`src/rtl/out_fifo_pkg.sv`:
```
// rtl/out_fifo_pkg.sv - shared widths and helpers for the 8-to-4 output FIFO
package out_fifo_pkg;

  localparam int NUM_CH = 10;
  localparam int BYTE_W = 8;
  localparam int NIB_W  = 4;
  localparam int D_W    = NUM_CH * BYTE_W;
  localparam int Q_W    = NUM_CH * NIB_W;

  function automatic int clog2(input int value);
    int r;
    r = 0;
    for (int v = value - 1; v > 0; v = v >> 1) r++;
    return r;
  endfunction

endpackage

```
`src/rtl/out_fifo_flags.sv`:
```
// rtl/out_fifo_flags.sv - next-state status flags from the next nibble count
module out_fifo_flags
  import out_fifo_pkg::*;
#(
  parameter int DEPTH              = 8,
  parameter int ALMOST_EMPTY_VALUE = 1,
  parameter int ALMOST_FULL_VALUE  = 1,
  parameter int CNT_W              = clog2(2 * DEPTH) + 1
) (
  input  logic [CNT_W-1:0] count_i,
  output logic             empty_o,
  output logic             full_o,
  output logic             almost_empty_o,
  output logic             almost_full_o
);

  logic [CNT_W-1:0] used_entries;
  logic [CNT_W-1:0] free_entries;

  // A half-drained entry still holds its slot, hence the round-up.
  always_comb begin
    used_entries   = (count_i + CNT_W'(1)) >> 1;
    free_entries   = CNT_W'(DEPTH) - used_entries;
    empty_o        = (count_i == '0);
    full_o         = (free_entries == '0);
    almost_empty_o = (count_i <= CNT_W'(ALMOST_EMPTY_VALUE));
    almost_full_o  = (free_entries <= CNT_W'(ALMOST_FULL_VALUE));
  end

endmodule

```
`src/rtl/out_fifo_8x4.sv`:
```
// rtl/out_fifo_8x4.sv - byte-wide write, nibble-wide read FIFO for 10 channels
// Optional sticky OVERFLOW/UNDERFLOW outputs with OUT_FIFO_ERR_FLAG_EN.
module out_fifo_8x4
  import out_fifo_pkg::*;
#(
  parameter int ALMOST_EMPTY_VALUE = 1,
  parameter int ALMOST_FULL_VALUE  = 1,
  parameter int DEPTH              = 8
) (
  input  logic           CLK,
  input  logic           RESET_N,
  input  logic           WREN,
  input  logic [D_W-1:0] D,
  input  logic           RDEN,
  output logic [Q_W-1:0] Q,
  output logic           EMPTY,
  output logic           FULL,
  output logic           ALMOSTEMPTY,
  output logic           ALMOSTFULL
`ifdef OUT_FIFO_ERR_FLAG_EN
  ,
  output logic           OVERFLOW,
  output logic           UNDERFLOW
`endif
);

  localparam int PTR_W = clog2(DEPTH);
  localparam int CNT_W = clog2(2 * DEPTH) + 1;

  logic [D_W-1:0]   mem_q [DEPTH];
  logic [PTR_W-1:0] wr_ptr_q, wr_ptr_d;
  logic [PTR_W-1:0] rd_ptr_q, rd_ptr_d;
  logic             nib_sel_q, nib_sel_d;
  logic [CNT_W-1:0] count_q, count_d;
  logic [Q_W-1:0]   q_q, q_d;
  logic             empty_q, full_q, aempty_q, afull_q;
  logic             empty_d, full_d, aempty_d, afull_d;
  logic             wr_acc, rd_acc;
  logic [D_W-1:0]   rd_entry;

  // Acceptance uses registered flags only, so a same-cycle read never frees room for a write.
  always_comb begin
    wr_acc    = WREN && !full_q;
    rd_acc    = RDEN && !empty_q;
    rd_entry  = mem_q[rd_ptr_q];
    wr_ptr_d  = wr_acc ? wr_ptr_q + PTR_W'(1) : wr_ptr_q;
    rd_ptr_d  = (rd_acc && nib_sel_q) ? rd_ptr_q + PTR_W'(1) : rd_ptr_q;
    nib_sel_d = rd_acc ? ~nib_sel_q : nib_sel_q;
    count_d   = count_q + (wr_acc ? CNT_W'(2) : CNT_W'(0)) - (rd_acc ? CNT_W'(1) : CNT_W'(0));
    q_d       = q_q;
    if (rd_acc) begin
      for (int n = 0; n < NUM_CH; n++) begin
        q_d[n*NIB_W +: NIB_W] = nib_sel_q ? rd_entry[n*BYTE_W+NIB_W +: NIB_W]
                                          : rd_entry[n*BYTE_W +: NIB_W];
      end
    end
  end

  out_fifo_flags #(
    .DEPTH              (DEPTH),
    .ALMOST_EMPTY_VALUE (ALMOST_EMPTY_VALUE),
    .ALMOST_FULL_VALUE  (ALMOST_FULL_VALUE),
    .CNT_W              (CNT_W)
  ) u_flags (
    .count_i        (count_d),
    .empty_o        (empty_d),
    .full_o         (full_d),
    .almost_empty_o (aempty_d),
    .almost_full_o  (afull_d)
  );

  always_ff @(posedge CLK) begin
    if (RESET_N && wr_acc) mem_q[wr_ptr_q] <= D;
  end

  always_ff @(posedge CLK) begin
    if (!RESET_N) begin
      wr_ptr_q  <= '0;
      rd_ptr_q  <= '0;
      nib_sel_q <= 1'b0;
      count_q   <= '0;
      q_q       <= '0;
      empty_q   <= 1'b1;
      full_q    <= 1'b0;
      aempty_q  <= 1'b1;
      afull_q   <= 1'b0;
    end else begin
      wr_ptr_q  <= wr_ptr_d;
      rd_ptr_q  <= rd_ptr_d;
      nib_sel_q <= nib_sel_d;
      count_q   <= count_d;
      q_q       <= q_d;
      empty_q   <= empty_d;
      full_q    <= full_d;
      aempty_q  <= aempty_d;
      afull_q   <= afull_d;
    end
  end

  assign Q           = q_q;
  assign EMPTY       = empty_q;
  assign FULL        = full_q;
  assign ALMOSTEMPTY = aempty_q;
  assign ALMOSTFULL  = afull_q;

`ifdef OUT_FIFO_ERR_FLAG_EN
  logic overflow_q, underflow_q;

  always_ff @(posedge CLK) begin
    if (!RESET_N) begin
      overflow_q  <= 1'b0;
      underflow_q <= 1'b0;
    end else begin
      if (WREN && full_q)  overflow_q  <= 1'b1;
      if (RDEN && empty_q) underflow_q <= 1'b1;
    end
  end

  assign OVERFLOW  = overflow_q;
  assign UNDERFLOW = underflow_q;
`endif

endmodule

```
`config.mk`:
```
export PLATFORM = sky130hd
export DESIGN_NAME = out_fifo_8x4
export DESIGN_NICKNAME = d
export VERILOG_FILES = /design/src/rtl/out_fifo_pkg.sv /design/src/rtl/out_fifo_flags.sv /design/src/rtl/out_fifo_8x4.sv
export SDC_FILE = /design/constraint.sdc
export NUM_CORES = 1
export LEC_CHECK = 0
export CAP_MARGIN = 10
export CORE_MARGIN = 8
export CORE_UTILIZATION = 60
export CTS_CLUSTER_SIZE = 14
export DETAILED_ROUTE_END_ITERATION = 7
export PLACE_DENSITY = 0.86
export SLEW_MARGIN = 30
export SYNTH_ARGS = -nofsm -noshare
export SYNTH_HDL_FRONTEND = slang
export SYNTH_SLANG_ARGS = --single-unit
```
`constraint.sdc`:
```
create_clock -name CLK -period 11.9 [get_ports CLK]
set_input_delay 2.975 -clock CLK [delete_from_list [all_inputs] [get_ports CLK]]
set_output_delay 2.975 -clock CLK [all_outputs]
set_load 0.03 [all_outputs]
```
Word-level counts from Yosys, hierarchy flattened
Memory sizes are Yosys's and may differ from the RTL's. A register that Yosys moved wholly into a read port is not among the register bits.
Cells that the tools add are included.
{"block": "word_totals", "memories": 1, "ram_bits": 640, "word_cells": 43, "regBits": 56}
{"block": "op_classes", "reduce_logical": 8, "n_mux": 16, "n_addsub": 6, "order_cmp": 2, "bitwise_logic": 1}
{"memory": "mem_q", "words": 8, "width": 80, "rd": 1, "rd_clocked_by_memory_dff": 1, "wr": 1, "line_no": "out_fifo_8x4.sv:30", "source": "logic [D_W-1:0] mem_q [DEPTH];"}
{"operator": "2-to-1 mux 4 bit", "n": 10}
{"operator": "less-or-equal comparator 5 x 1 -> 1 bit, second input constant", "n": 2}
{"operator": "zero test 5 bit", "n": 2}
{"operator": "adder 3 x 1 -> 3 bit, second input constant", "n": 2}
{"operator": "2-to-1 mux 3 bit", "n": 2}
{"operator": "adder 5 x 1 -> 5 bit, second input constant", "n": 1}
{"operator": "adder 5 x 2 -> 5 bit", "n": 1}
{"operator": "subtractor 4 x 4 -> 5 bit, first input constant", "n": 1}
{"operator": "subtractor 5 x 1 -> 5 bit", "n": 1}
{"operator": "logical AND 1 bit", "n": 4}
{"operator": "2-to-1 mux 1 bit", "n": 3}
{"operator": "zero test 1 bit", "n": 2}
{"operator": "2-to-1 mux 2 bit", "n": 1}
{"operator": "inverter 1 bit", "n": 1}

Logic depth before layout (Yosys ltp)
Gate-level depths: netlist of the first run.
{"block": "logic_depth", "ltp_word": 8, "depth_mapped": 15}

Modules after synthesis
Synthesis of the first run repeated with hierarchy kept, for this count alone.
{"block": "hier_totals", "cells_unflattened": 1325, "area_unflattened_um2": 26550.5}
{"module": "out_fifo_8x4", "seq_area_each_um2": 20399.6, "cells_per_inst": 1298, "instances": 1, "area_each_um2": 26359.0}
{"module": "out_fifo_flags", "seq_area_each_um2": 0.0, "cells_per_inst": 27, "instances": 1, "area_each_um2": 191.4}

Worst setup path before layout of the first run
OpenSTA, ideal clock, no wires.
{"block": "synth_path", "kind": "in2reg", "startpoint": "in WREN", "endpoint": "mem mem_q[0][0] (netlist bit), enable pin", "arrival_time_ns": 8.943, "path_slack_ns": 2.341, "setup_ns": 0.616, "n_path_buf": 1, "cell_stages": 4, "cell_sequence": "nor2b_1 > clkbuf_1 > nand2b_1 > nor3_1"}
{"block": "synth_between", "elab_chain_cells": 4}
{"element": "start, declared", "line_no": "out_fifo_8x4.sv:12", "source": "input logic WREN,"}
{"element": "logical AND 1 bit", "line_no": "out_fifo_8x4.sv:43", "source": "wr_acc = WREN && !full_q;"}
{"element": "logical AND 1 bit", "line_no": "out_fifo_8x4.sv:73", "source": "if (RESET_N && wr_acc) mem_q[wr_ptr_q] <= D;"}
{"element": "2-to-1 mux 1 bit", "line_no": "out_fifo_8x4.sv:73"}
{"element": "2-to-1 mux 1 bit (not written as such)", "line_no": "out_fifo_8x4.sv:73"}
{"element": "end, declared", "line_no": "out_fifo_8x4.sv:30"}
No other way between the ends.

Worst setup path after layout of the first run
{"block": "layout_path", "startpoint": "in WREN", "endpoint": "reg afull_q, in the netlist ALMOSTFULL"}
{"block": "layout_between", "elab_chain_cells": 7}
{"element": "logical AND 1 bit", "line_no": "out_fifo_8x4.sv:43"}
{"element": "2-to-1 mux 2 bit", "line_no": "out_fifo_8x4.sv:49", "source": "count_d = count_q + (wr_acc ? CNT_W'(2) : CNT_W'(0)) - (rd_acc ? CNT_W'(1) : CNT_W'(0));"}
{"element": "adder 5 x 2 -> 5 bit", "line_no": "out_fifo_8x4.sv:49"}
{"element": "subtractor 5 x 1 -> 5 bit", "line_no": "out_fifo_8x4.sv:49"}
{"element": "adder 5 x 1 -> 5 bit", "line_no": "out_fifo_flags.sv:22", "source": "used_entries = (count_i + CNT_W'(1)) >> 1;"}
{"element": "subtractor 4 x 4 -> 5 bit", "line_no": "out_fifo_flags.sv:23", "source": "free_entries = CNT_W'(DEPTH) - used_entries;"}
{"element": "less-or-equal comparator 5 x 1 -> 1 bit", "line_no": "out_fifo_flags.sv:27", "source": "almost_full_o = (free_entries <= CNT_W'(ALMOST_FULL_VALUE));"}
{"element": "end signal, assigned", "line_no": "out_fifo_8x4.sv:96", "source": "afull_q <= afull_d;"}
{"element": "end, declared", "line_no": "out_fifo_8x4.sv:36", "source": "logic empty_q, full_q, aempty_q, afull_q;"}
No other way between the ends.
A chain may end at the register's enable or synchronous reset.

==> results of run 1 <==
layout by cell type (no fill, tap or decap), types with 2 or more instances in the layout:
master,instances
a21oi_1,3
a221oi_1,39
a22oi_1,34
a22oi_2,6
buf_4,13
buf_6,6
bufinv_16,4
clkbuf_1,22
clkbuf_16,69
clkbuf_8,8
clkdlybuf4s50_1,127
clkinv_1,3
clkinv_2,10
dfxtp_1,56
dfxtp_4,3
diode_2,6
edfxtp_1,640
ha_1,13
inv_1,14
inv_6,9
mux2_2,40
mux2i_1,83
mux4_1,12
mux4_2,109
nand2_1,50
nand2b_1,2
nand3_1,5
nor2_1,11
nor2_4,4
nor2b_1,2
nor3_2,5
nor3b_1,2
o21ai_1,42
or3_1,2
xnor2_1,5
xor2_1,6
final cells by class:
cell class / instances / share of cell area [%]
clock buffers: 99 / 6.271
repair buffers: 148 / 4.848
inverters: 15 / 0.1840
flip-flops and latches: 699 / 66.69
multi-input cells: 485 / 18.66
well taps: 592 / 2.420
clock inverters: 27 / 0.8789
diodes: 6 / 0.04906
worst max-delay path: cells and delay by family:
family | cells | cell delay (ns)
fa+ha+maj | 4 | 1.35
xor+xnor | 1 | 0.34
simple gates | 3 | 0.98
buf+inv | 4 | 0.68
mux | 1 | 0.12
compound gates | 1 | 0.16
flip-flops by register name (all words and copies together) (netlist names), named ones only:
register,cells
ALMOSTEMPTY,1
ALMOSTFULL,1
EMPTY,1
FULL,1
Q,40
count_q,5
mem_q,640
nib_sel_q,1
rd_ptr_q,3
wr_ptr_q,3
power by group:
group	internal (mW)	switching, mW	total [mW]
logic	0.273	0.382	0.655
registers	2.79	0.0592	2.85
clock network	1.22	0.906	2.13
total	4.28	1.35	5.63
per-stage QoR:
| stage | hold WS, ns | util, % | instances | area (um^2) |
|---|---|---|---|---|
| floorplan | 0.4518 | - | 1269 | 26470 |
| global placement | 0.4640 | 64.52 | 1938 | 28350 |
| detailed placement | 0.4840 | 64.60 | 1939 | 28380 |
| CTS | 0.4978 | 69.58 | 2065 | 30570 |
| global route | 0.5269 | 69.65 | 2068 | 30600 |
| finish | 0.4920 | 69.67 | 2071 | 30610 |
layer usage:
| layer | share of wire (%) | wire (um) |
|---|---|---|
| met5 | 0.039 | 23 |
| met1 | 37 | 21810 |
| met2 | 51 | 29600 |
| met3 | 9.3 | 5441 |
| met4 | 3.0 | 1736 |
kinds of logic after synthesis:
family | count (synthesis) | share of synthesized area, %
multiplexers | 244 | 15.30
AO/OA/AOI/OAI | 127 | 3.464
AND/OR/NAND/NOR | 89 | 1.446
XOR/XNOR | 11 | 0.3639
adder cells (fa/ha/maj) | 14 | 0.6901
flip-flops | 699 | 77.06
buffers and inverters | 85 | 1.673
how the worst max path moves through the flow:
stage,from,end,slack (ns),cells after the start
final,WREN,ALMOSTFULL,5.82,14
after global routing,WREN,ALMOSTFULL,5.57,14
after CTS,WREN,mem_q[5][51],5.77,5
after detailed placement,WREN,mem_q[5][51],5.25,5
after global placement,WREN,ALMOSTFULL,5.38,14
after floorplan,WREN,mem_q[0][0],2.34,4
==> out/qor.yml, run 1 <==
status: "complete, no violations"
hold_depth: 2
reg2reg_from: "FULL"
drv.max_cap_violation_count: 0
path_class: "input pin to flop"
wirelength_um: 58620
grt_usage_pct: 23.01
grt_pass1_wl_um: 87210
synth_warnings: 0
yosysMostFrequentCell: "edfxtp_1"
vias_per_cell: 6.471
final_antenna_net_count: 0
p_leak_nw: 9.644
post-synth-top-area-cell: "edfxtp_1"
finalHoldViolCount: 0
post_drt_wl_per_cell_um: 28.30
grt_use_met3_pct: 5.571
ys_types: 37
setup_tns_ns: 0
worst_slew_pin_slew_ns: 1.007
r2r_end: "ALMOSTFULL"
multi_input_area_um2: 5712
finalMaxSlewViolations: 0
core_um2: 43930
end_kind: "flop"
initialDrtViolationCount: 1424
worst_slack_ns: 5.822
syn_area_um2: 26470
holdPathEnd: "Q[5]"
crit_arrival_ns: 6.59
layout.nets: 1515
synthTopCellsByCount: "edfxtp_1 (640), mux4_2 (109), mux2i_1 (83)"
hold_path_class: "flop to flop"
skew_ns: 0.03176
io_pins: 128
ctsResizeCount: 0
cts_buffer_depth: 3
slew_headroom_pct: 32.88
clock_latency_ns: 0.59
critPathLaunchType: "input pin"
rsz0062_at_grt: "no"
pre_cts_ws_ns: 5.254
layout_min_cycle_time_ns: 6.078
grt_max_degree: 94
critical-path-slowest-cell: "fa_1"
seq_area_frac_synth_pct: 77.06
busiest_layer: "met2"
post-cts-setup-buffer-count: 0
path_cells: "clkdlybuf4s50_1 > nor2b_1 > inv_1 > ha_1 > inv_1 > ha_1 > inv_1 > fa_1 > xor2_1 > ha_1 > o21bai_1 > nand2_1 > or3_1 > mux2i_1"
slowest_delay_ns: 0.61
first_global_vias: 14213
globalplace.congestion: 0.7485
grtUsageMet1_pct: 29.05
h-tree-depth: 3
reg2regPathDepth: 13
first_pass_iters: 5
synth_cells: 1269
overflow: 0
start_util_pct: 60.26
synth_flop_cell: "edfxtp_1"
final_layout_size_suffix_gt1_share_pct: 19.96
num_vias: 13402
rows: 77
setup_viol_count_final: 0
max_freq_ghz: 0.1645
synth_enable_flop_cells: 640
crit_fanout: 6
clockRootBuffer: "clkbuf_16"
clk_pin_slew_worst_paths_ns: 0.06
n_fill_cell: 2490
cts_hold_buffers: 0
syn_to_final_growth_pct: 15.62
cts.sink_count: 699
fin_crit_sh_pct: 51.07
synth.avg_cell_area_um2: 20.86
synthTopCellsByArea: "edfxtp_1 (73%), mux4_2 (9.3%), dfxtp_1 (4.5%), mux2i_1 (3.1%), mux2_2 (1.7%)"
antenna_found_initial: 6
r2r_setup_slack_ns: 8.38
cts_tree: "yes"
synth_async_sr_flop_share_pct: 0
drc: 0
hp-start: "Q[5]"
power.total_mw: 5.627
synth_top_area_share_pct: 72.60
cp.required_ns: 12.41
synth_nets: 1367
cts_buffers: 68
regArea_um2: 20410
portBuffers: 127
synth_seq_cells: 699
powerDensity_nw_per_um2: 183.8
die_h_um: 226.1
die_x_um: 226.1
dp_hpwl_um: 29580
dieArea_um2: 51100
use_met2_pct: 38.44
ir_drop_v: 0.0001069
Power figures use the tool's default switching activity.
==> run 2, diff against run 1 <==
==> constraint.sdc (replaced) <==
create_clock -name CLK -period 5.6 [get_ports CLK]
set_input_delay 1.4 -clock CLK [delete_from_list [all_inputs] [get_ports CLK]]
set_output_delay 1.4 -clock CLK [all_outputs]
set_load 0.03 [all_outputs]
==> run 2 against run 1 <==
  * Register-to-register slack lost 6.3 ns
  * Clock power increased by 110%
  * Sequential share of layout area down 0.073 points
  * Hold slack better by 0.0073 ns
  * Core utilization up 0.077 points
  * Power up 110%
  * First-iteration DRC count shrank 5.9%
  * Setup slack lost 4.7 ns
  * Clock skew down 0.012 ns
  * Flip-flop and latch count did not move
==> out/qor.yml, run 2 (same netlist as run 1, synthesis figures left out) <==
status: "complete, no violations"  # unchanged
antenna_found_initial: 7  # was 6
drc: 0  # unchanged
placed_area_um2: 28480  # was 28380 um^2
setup_viol_count_final: 0  # unchanged
ctsResizeCount: 0  # unchanged
hold_path_class: "flop to flop"  # unchanged
die_x_um: 226.1  # unchanged
crit_arrival_ns: 4.95  # was 6.59 ns
final_cell_mix: "edfxtp_1 (640), clkdlybuf4s50_1 (127), mux4_2 (109)"  # unchanged
crit_fanout: 6  # unchanged
finalMaxSlewViolations: 0  # unchanged
fin_crit_sh_pct: 79.50
grt_max_degree: 98  # was 94
h-tree-depth: 3  # unchanged
p_leak_nw: 9.646  # was 9.644 nW
swShare_pct: 23.35  # was 23.94%
clkPwrFrac_pct: 37.1  # was 37.8%
wirelength_um: 56060  # was 58620 um
rsz0062_at_grt: "no"  # unchanged
initialDrtViolationCount: 1340  # was 1424
overflow: 0  # unchanged
core_um2: 43930  # unchanged
powerDensity_nw_per_um2: 386.1  # was 183.8 nW/um^2
start_util_pct: 60.26  # unchanged
power.total_mw: 11.83  # was 5.627 mW
dieArea_um2: 51100  # unchanged
first_global_vias: 14003  # was 14213
clk_pin_slew_worst_paths_ns: 0.06  # about the same
pre_cts_ws_ns: 0.5924  # was 5.254 ns
top_register: "mem_q"  # unchanged
drv.max_cap_violation_count: 0  # unchanged
whs_ns: 0.4993  # was 0.4920 ns
final_layout_size_suffix_gt1_share_pct: 19.73  # was 19.96%
n_fill_cell: 2529  # was 2490
ir_drop_v: 0.0002349  # was 0.0001069 V
clockRootBuffer: "clkbuf_16"  # unchanged
multi_input_area_um2: 5723  # was 5712 um^2
rows: 77  # unchanged
setup_tns_ns: 0  # unchanged
layout.nets: 1515  # unchanged
dp_hpwl_um: 28130  # was 29580 um
pwr-share-seq_pct: 51.1  # was 50.6%
fin_util_pct: 69.75  # was 69.67%
worst_slack_ns: 1.148  # was 5.822 ns
largest_reg_flops: 640  # unchanged
combinationalPowerShare_pct: 11.7  # was 11.6%
cts_buffers: 67  # was 68
layout_min_cycle_time_ns: 4.452
fin_cells: 2063  # was 2071
final_cell_area_um2: 30640  # was 30610 um^2
critPathLaunchType: "input pin"  # unchanged
cts_tree: "yes"  # unchanged
post_drt_wl_per_cell_um: 27.17  # was 28.30 um
p_int_mw: 9.068  # was 4.279 mW
grt_usage_pct: 22.23  # was 23.01%
cp.required_ns: 6.10  # was 12.41 ns
path_class: "input pin to flop"  # unchanged
syn_to_final_growth_pct: 15.74  # was 15.62%
finalHoldViolCount: 0  # unchanged
regArea_um2: 20410  # unchanged
io_pins: 128  # unchanged
final_antenna_net_count: 0  # unchanged
globalplace.congestion: 0.7672  # was 0.7485
cts.sink_count: 699  # unchanged
first_pass_iters: 5  # unchanged
cts_buffer_depth: 3  # unchanged
cts_hold_buffers: 0  # unchanged
slew_headroom_pct: 29.73  # was 32.88%
die_h_um: 226.1  # unchanged
post-place-cells: 1940  # was 1939
skew_ns: 0.01935  # was 0.03176 ns
portBuffers: 127  # unchanged
worst_slew_pin_slew_ns: 1.052  # was 1.007 ns
switchingPower_mw: 2.762  # was 1.347 mW
clock_latency_ns: 0.58  # was 0.59 ns
post-cts-setup-buffer-count: 0  # unchanged
layout_commonest_cell: "edfxtp_1"  # unchanged
grt_pass1_wl_um: 84410  # was 87210 um
vias_per_cell: 6.330  # was 6.471
num_vias: 13058  # was 13402
end_kind: "flop"  # unchanged
max_freq_ghz: 0.2246
-- run 2: cell types whose count changed in the layout (fill, tap and decap cells not counted), moves of 3 or more --
cell       previous run  this run
buf_12                1         9
buf_6                 6         0
bufinv_16             4         1
clkbuf_1             22        19
clkbuf_16            69        73
clkinv_1              3         7
diode_2               6         1
inv_6                 9         0
-- run 2: worst paths after layout --
path | from | end | slack (ns) | cells after the start
setup / recovery | WREN | ALMOSTFULL | 1.15 | 14
hold / removal | Q[4] | Q[4] | 0.50 | 2
setup reg to reg | FULL | ALMOSTFULL | 2.13 | 13
hold reg to reg | Q[4] | Q[4] | 0.50 | 2
-- run 2: power groups by stage --
stage                     Clock (mW)  Combinational, mW  Sequential, mW
after global routing            4.65               1.50            6.06
after detailed placement           0               1.37            6.15
after CTS                       4.45               1.39            6.05
after global placement             0               1.31            6.14
after floorplan                    0              0.831            6.20
final                           4.39               1.39            6.05
-- run 2: final cells by class --
| cell class | count | share of cell area (%) |
|---|---|---|
| Clock inverter | 20 | 0.4002 |
| Inverter | 15 | 0.1838 |
| Sequential cell | 699 | 66.61 |
| Tap cell | 592 | 2.417 |
| Antenna cell | 1 | 0.008167 |
| Multi-Input combinational cell | 485 | 18.68 |
| Timing Repair Buffer | 149 | 5.055 |
| Clock buffer | 102 | 6.644 |
-- run 2: metal layers --
metal  wire length, um  vias up  share of wire, %  global-route usage, %
met5                79        -              0.14                      0
met1             21450     6767                38                  28.40
met2             28250      634                50                  37.38
li1                  -     5527                 -                      -
met3              4921      118               8.8                  5.233
met4              1362       12               2.4                  7.748
-- run 2: worst max-delay path, cell delays in order --
cell and delay [ns]:
clkdlybuf4s50_1 0.44, nor2b_1 0.45, inv_1 0.09, ha_1 0.29
inv_1 0.06, ha_1 0.15, inv_1 0.06, fa_1 0.62
xor2_1 0.35, ha_1 0.31, o21bai_1 0.18, nand2_1 0.07
or3_1 0.32, mux2i_1 0.14
==> run 3, diff against run 2 <==
--- a/config.mk
+++ b/config.mk
@@ -7,10 +7,10 @@
 export LEC_CHECK = 0
 export CAP_MARGIN = 10
 export CORE_MARGIN = 8
-export CORE_UTILIZATION = 60
+export CORE_UTILIZATION = 54
 export CTS_CLUSTER_SIZE = 14
 export DETAILED_ROUTE_END_ITERATION = 7
-export PLACE_DENSITY = 0.86
+export PLACE_DENSITY = 0.82
 export SLEW_MARGIN = 30
 export SYNTH_ARGS = -nofsm -noshare
 export SYNTH_HDL_FRONTEND = slang
==> constraint.sdc (replaced) <==
create_clock -name CLK -period 3.9 [get_ports CLK]
set_input_delay 0.975 -clock CLK [delete_from_list [all_inputs] [get_ports CLK]]
set_output_delay 0.975 -clock CLK [all_outputs]
set_load 0.03 [all_outputs]
==> run 3 against run 2 <==
  * Power up 43%
  * Via count decreased by 0.70%
  * Register-to-register slack got worse by 1.2 ns
  * Clock-buffer cell count decreased by 15
  * Die area up 10%
  * Clock skew up 0.0021 ns
  * Largest power group unchanged
==> out/qor.yml, run 3 (same netlist as run 1, synthesis figures left out) <==
final_cell_mix: "edfxtp_1 (640), clkdlybuf4s50_1 (127), mux4_2 (109)"  # unchanged
switchingPower_mw: 3.982  # was 2.762 mW
p_int_mw: 12.96  # was 9.068 mW
start_util_pct: 54.42  # was 60.26%
fin_util_pct: 63.54  # was 69.75%
worst_slack_ns: 0.3920  # was 1.148 ns
p_leak_nw: 9.721  # was 9.646 nW
crit_arrival_ns: 4.03  # was 4.95 ns
clock_latency_ns: 0.59  # was 0.58 ns
top_register: "mem_q"  # unchanged
hold_path_class: "flop to flop"  # unchanged
drv.max_cap_violation_count: 0  # unchanged
grt_max_degree: 81  # was 98
ctsResizeCount: 0  # unchanged
final_layout_size_suffix_gt1_share_pct: 20.26  # was 19.73%
post-place-cells: 1991  # was 1940
ir_drop_v: 0.0002780  # was 0.0002349 V
path_class: "input pin to flop"  # unchanged
fin_crit_sh_pct: 89.95
antenna_found_initial: 6  # was 7
cts_tree: "yes"  # unchanged
overflow: 0  # unchanged
io_pins: 128  # unchanged
cp.required_ns: 4.42  # was 6.10 ns
whs_ns: 0.4765  # was 0.4993 ns
worst_slew_pin_slew_ns: 0.7739  # was 1.052 ns
first_global_vias: 13745  # was 14003
cts_hold_buffers: 0  # unchanged
setup_viol_count_final: 0  # unchanged
first_pass_iters: 5  # unchanged
status: "complete, no violations"  # unchanged
h-tree-depth: 3  # unchanged
final_antenna_net_count: 0  # unchanged
clkPwrFrac_pct: 36.0  # was 37.1%
num_vias: 12966  # was 13058
skew_ns: 0.02142  # was 0.01935 ns
powerDensity_nw_per_um2: 547.9  # was 386.1 nW/um^2
cts.sink_count: 699  # unchanged
drc: 0  # unchanged
grt_usage_pct: 19.72  # was 22.23%
rows: 81  # was 77
grt_pass1_wl_um: 84020  # was 84410 um
pre_cts_ws_ns: -0.2081  # was 0.5924 ns
layout.nets: 1535  # was 1515
combinationalPowerShare_pct: 12.8  # was 11.7%
r2r_setup_slack_ns: 0.94  # was 2.13 ns
portBuffers: 127  # unchanged
cts_buffer_depth: 3  # unchanged
syn_to_final_growth_pct: 16.77  # was 15.74%
die_x_um: 237.4  # was 226.1 um
clk_pin_slew_worst_paths_ns: 0.06  # about the same
dp_hpwl_um: 30110  # was 28130 um
layout_min_cycle_time_ns: 3.508
core_um2: 48650  # was 43930 um^2
finalHoldViolCount: 0  # unchanged
post_drt_wl_per_cell_um: 26.17  # was 27.17 um
post-cts-setup-buffer-count: 0  # unchanged
dieArea_um2: 56370  # was 51100 um^2
clockRootBuffer: "clkbuf_16"  # unchanged
globalplace.congestion: 0.7782  # was 0.7672
crit_fanout: 4  # was 6
vias_per_cell: 6.148  # was 6.330
pwr-share-seq_pct: 51.1  # about the same
max_freq_ghz: 0.2851
swShare_pct: 23.51  # was 23.35%
end_kind: "flop"  # unchanged
die_h_um: 237.4  # was 226.1 um
largest_reg_flops: 640  # unchanged
cts_buffers: 66  # was 67
layout_commonest_cell: "edfxtp_1"  # unchanged
power.total_mw: 16.94  # was 11.83 mW
slew_headroom_pct: 48.41  # was 29.73%
finalMaxSlewViolations: 0  # unchanged
fin_cells: 2109  # was 2063
critPathLaunchType: "input pin"  # unchanged
wirelength_um: 55190  # was 56060 um
rsz0062_at_grt: "no"  # unchanged
initialDrtViolationCount: 1217  # was 1340
[run 3: cell count changes in the layout (fill, tap and decap cells not counted), moves of 5 or more]
cell / delta
clkinv_1: +7
clkbuf_16: -5
buf_4: +7
buf_12: +14
clkbuf_8: -9
[run 3: power by group through the flow]
stage          clock network, mW  registers [mW]  logic (mW)
2_1_floorplan                  0            8.89        1.21
3_3_place_gp                   0            8.80        2.06
3_5_place_dp                   0            8.82        2.17
4_1_cts                     6.19            8.67        2.19
5_1_grt                     6.48            8.68        2.34
6_report                    6.10            8.66        2.17
[run 3: path summary, 6_finish.rpt]
| kind | to | from | cells past startpoint |
|---|---|---|---|
| worst max-delay path | ALMOSTFULL | WREN | 14 |
| worst min-delay path | flop | rd_ptr_q[1] | 2 |
| worst max register to register | ALMOSTFULL | FULL | 13 |
| worst min register to register | flop | rd_ptr_q[1] | 2 |
[run 3: layout make-up]
cell class | instances | area [um^2]
flip-flops and latches | 699 | 20410
repair buffers | 170 | 1882
multi-input cells | 485 | 5744
clock buffers | 87 | 1783
clock inverters | 30 | 255.2
fillers | 3147 | 17730
well taps | 622 | 778.2
inverters | 15 | 56.30
diodes | 1 | 2.502
[run 3: metal layers]
layer | wire [um] | GRT usage (%) | up-vias
li1 | - | - | 5563
met1 | 22020 | 25.85 | 6782
met2 | 27790 | 33.08 | 508
met3 | 4160 | 4.146 | 103
met4 | 1153 | 6.254 | 10
met5 | 64 | 0 | -
[run 3: critical path: stages]
cell and delay, ns:
clkdlybuf4s50_1 0.45, nor2b_1 0.18, inv_1 0.06, ha_1 0.26, inv_1 0.05, ha_1 0.16, inv_1 0.06, fa_1 0.60
xor2_1 0.25, ha_1 0.27, o21bai_1 0.16, nand2_1 0.08, or3_1 0.32, mux2i_1 0.12
[run 3: through the flow]
| step | TNS, ns | area (um^2) |
|---|---|---|
| floorplan | -20.59 | 26560 |
| global placement | -0.07051 | 28870 |
| detailed placement | -0.3698 | 28870 |
| CTS | 0 | 30910 |
| global route | 0 | 30910 |
| finish | 0 | 30910 |
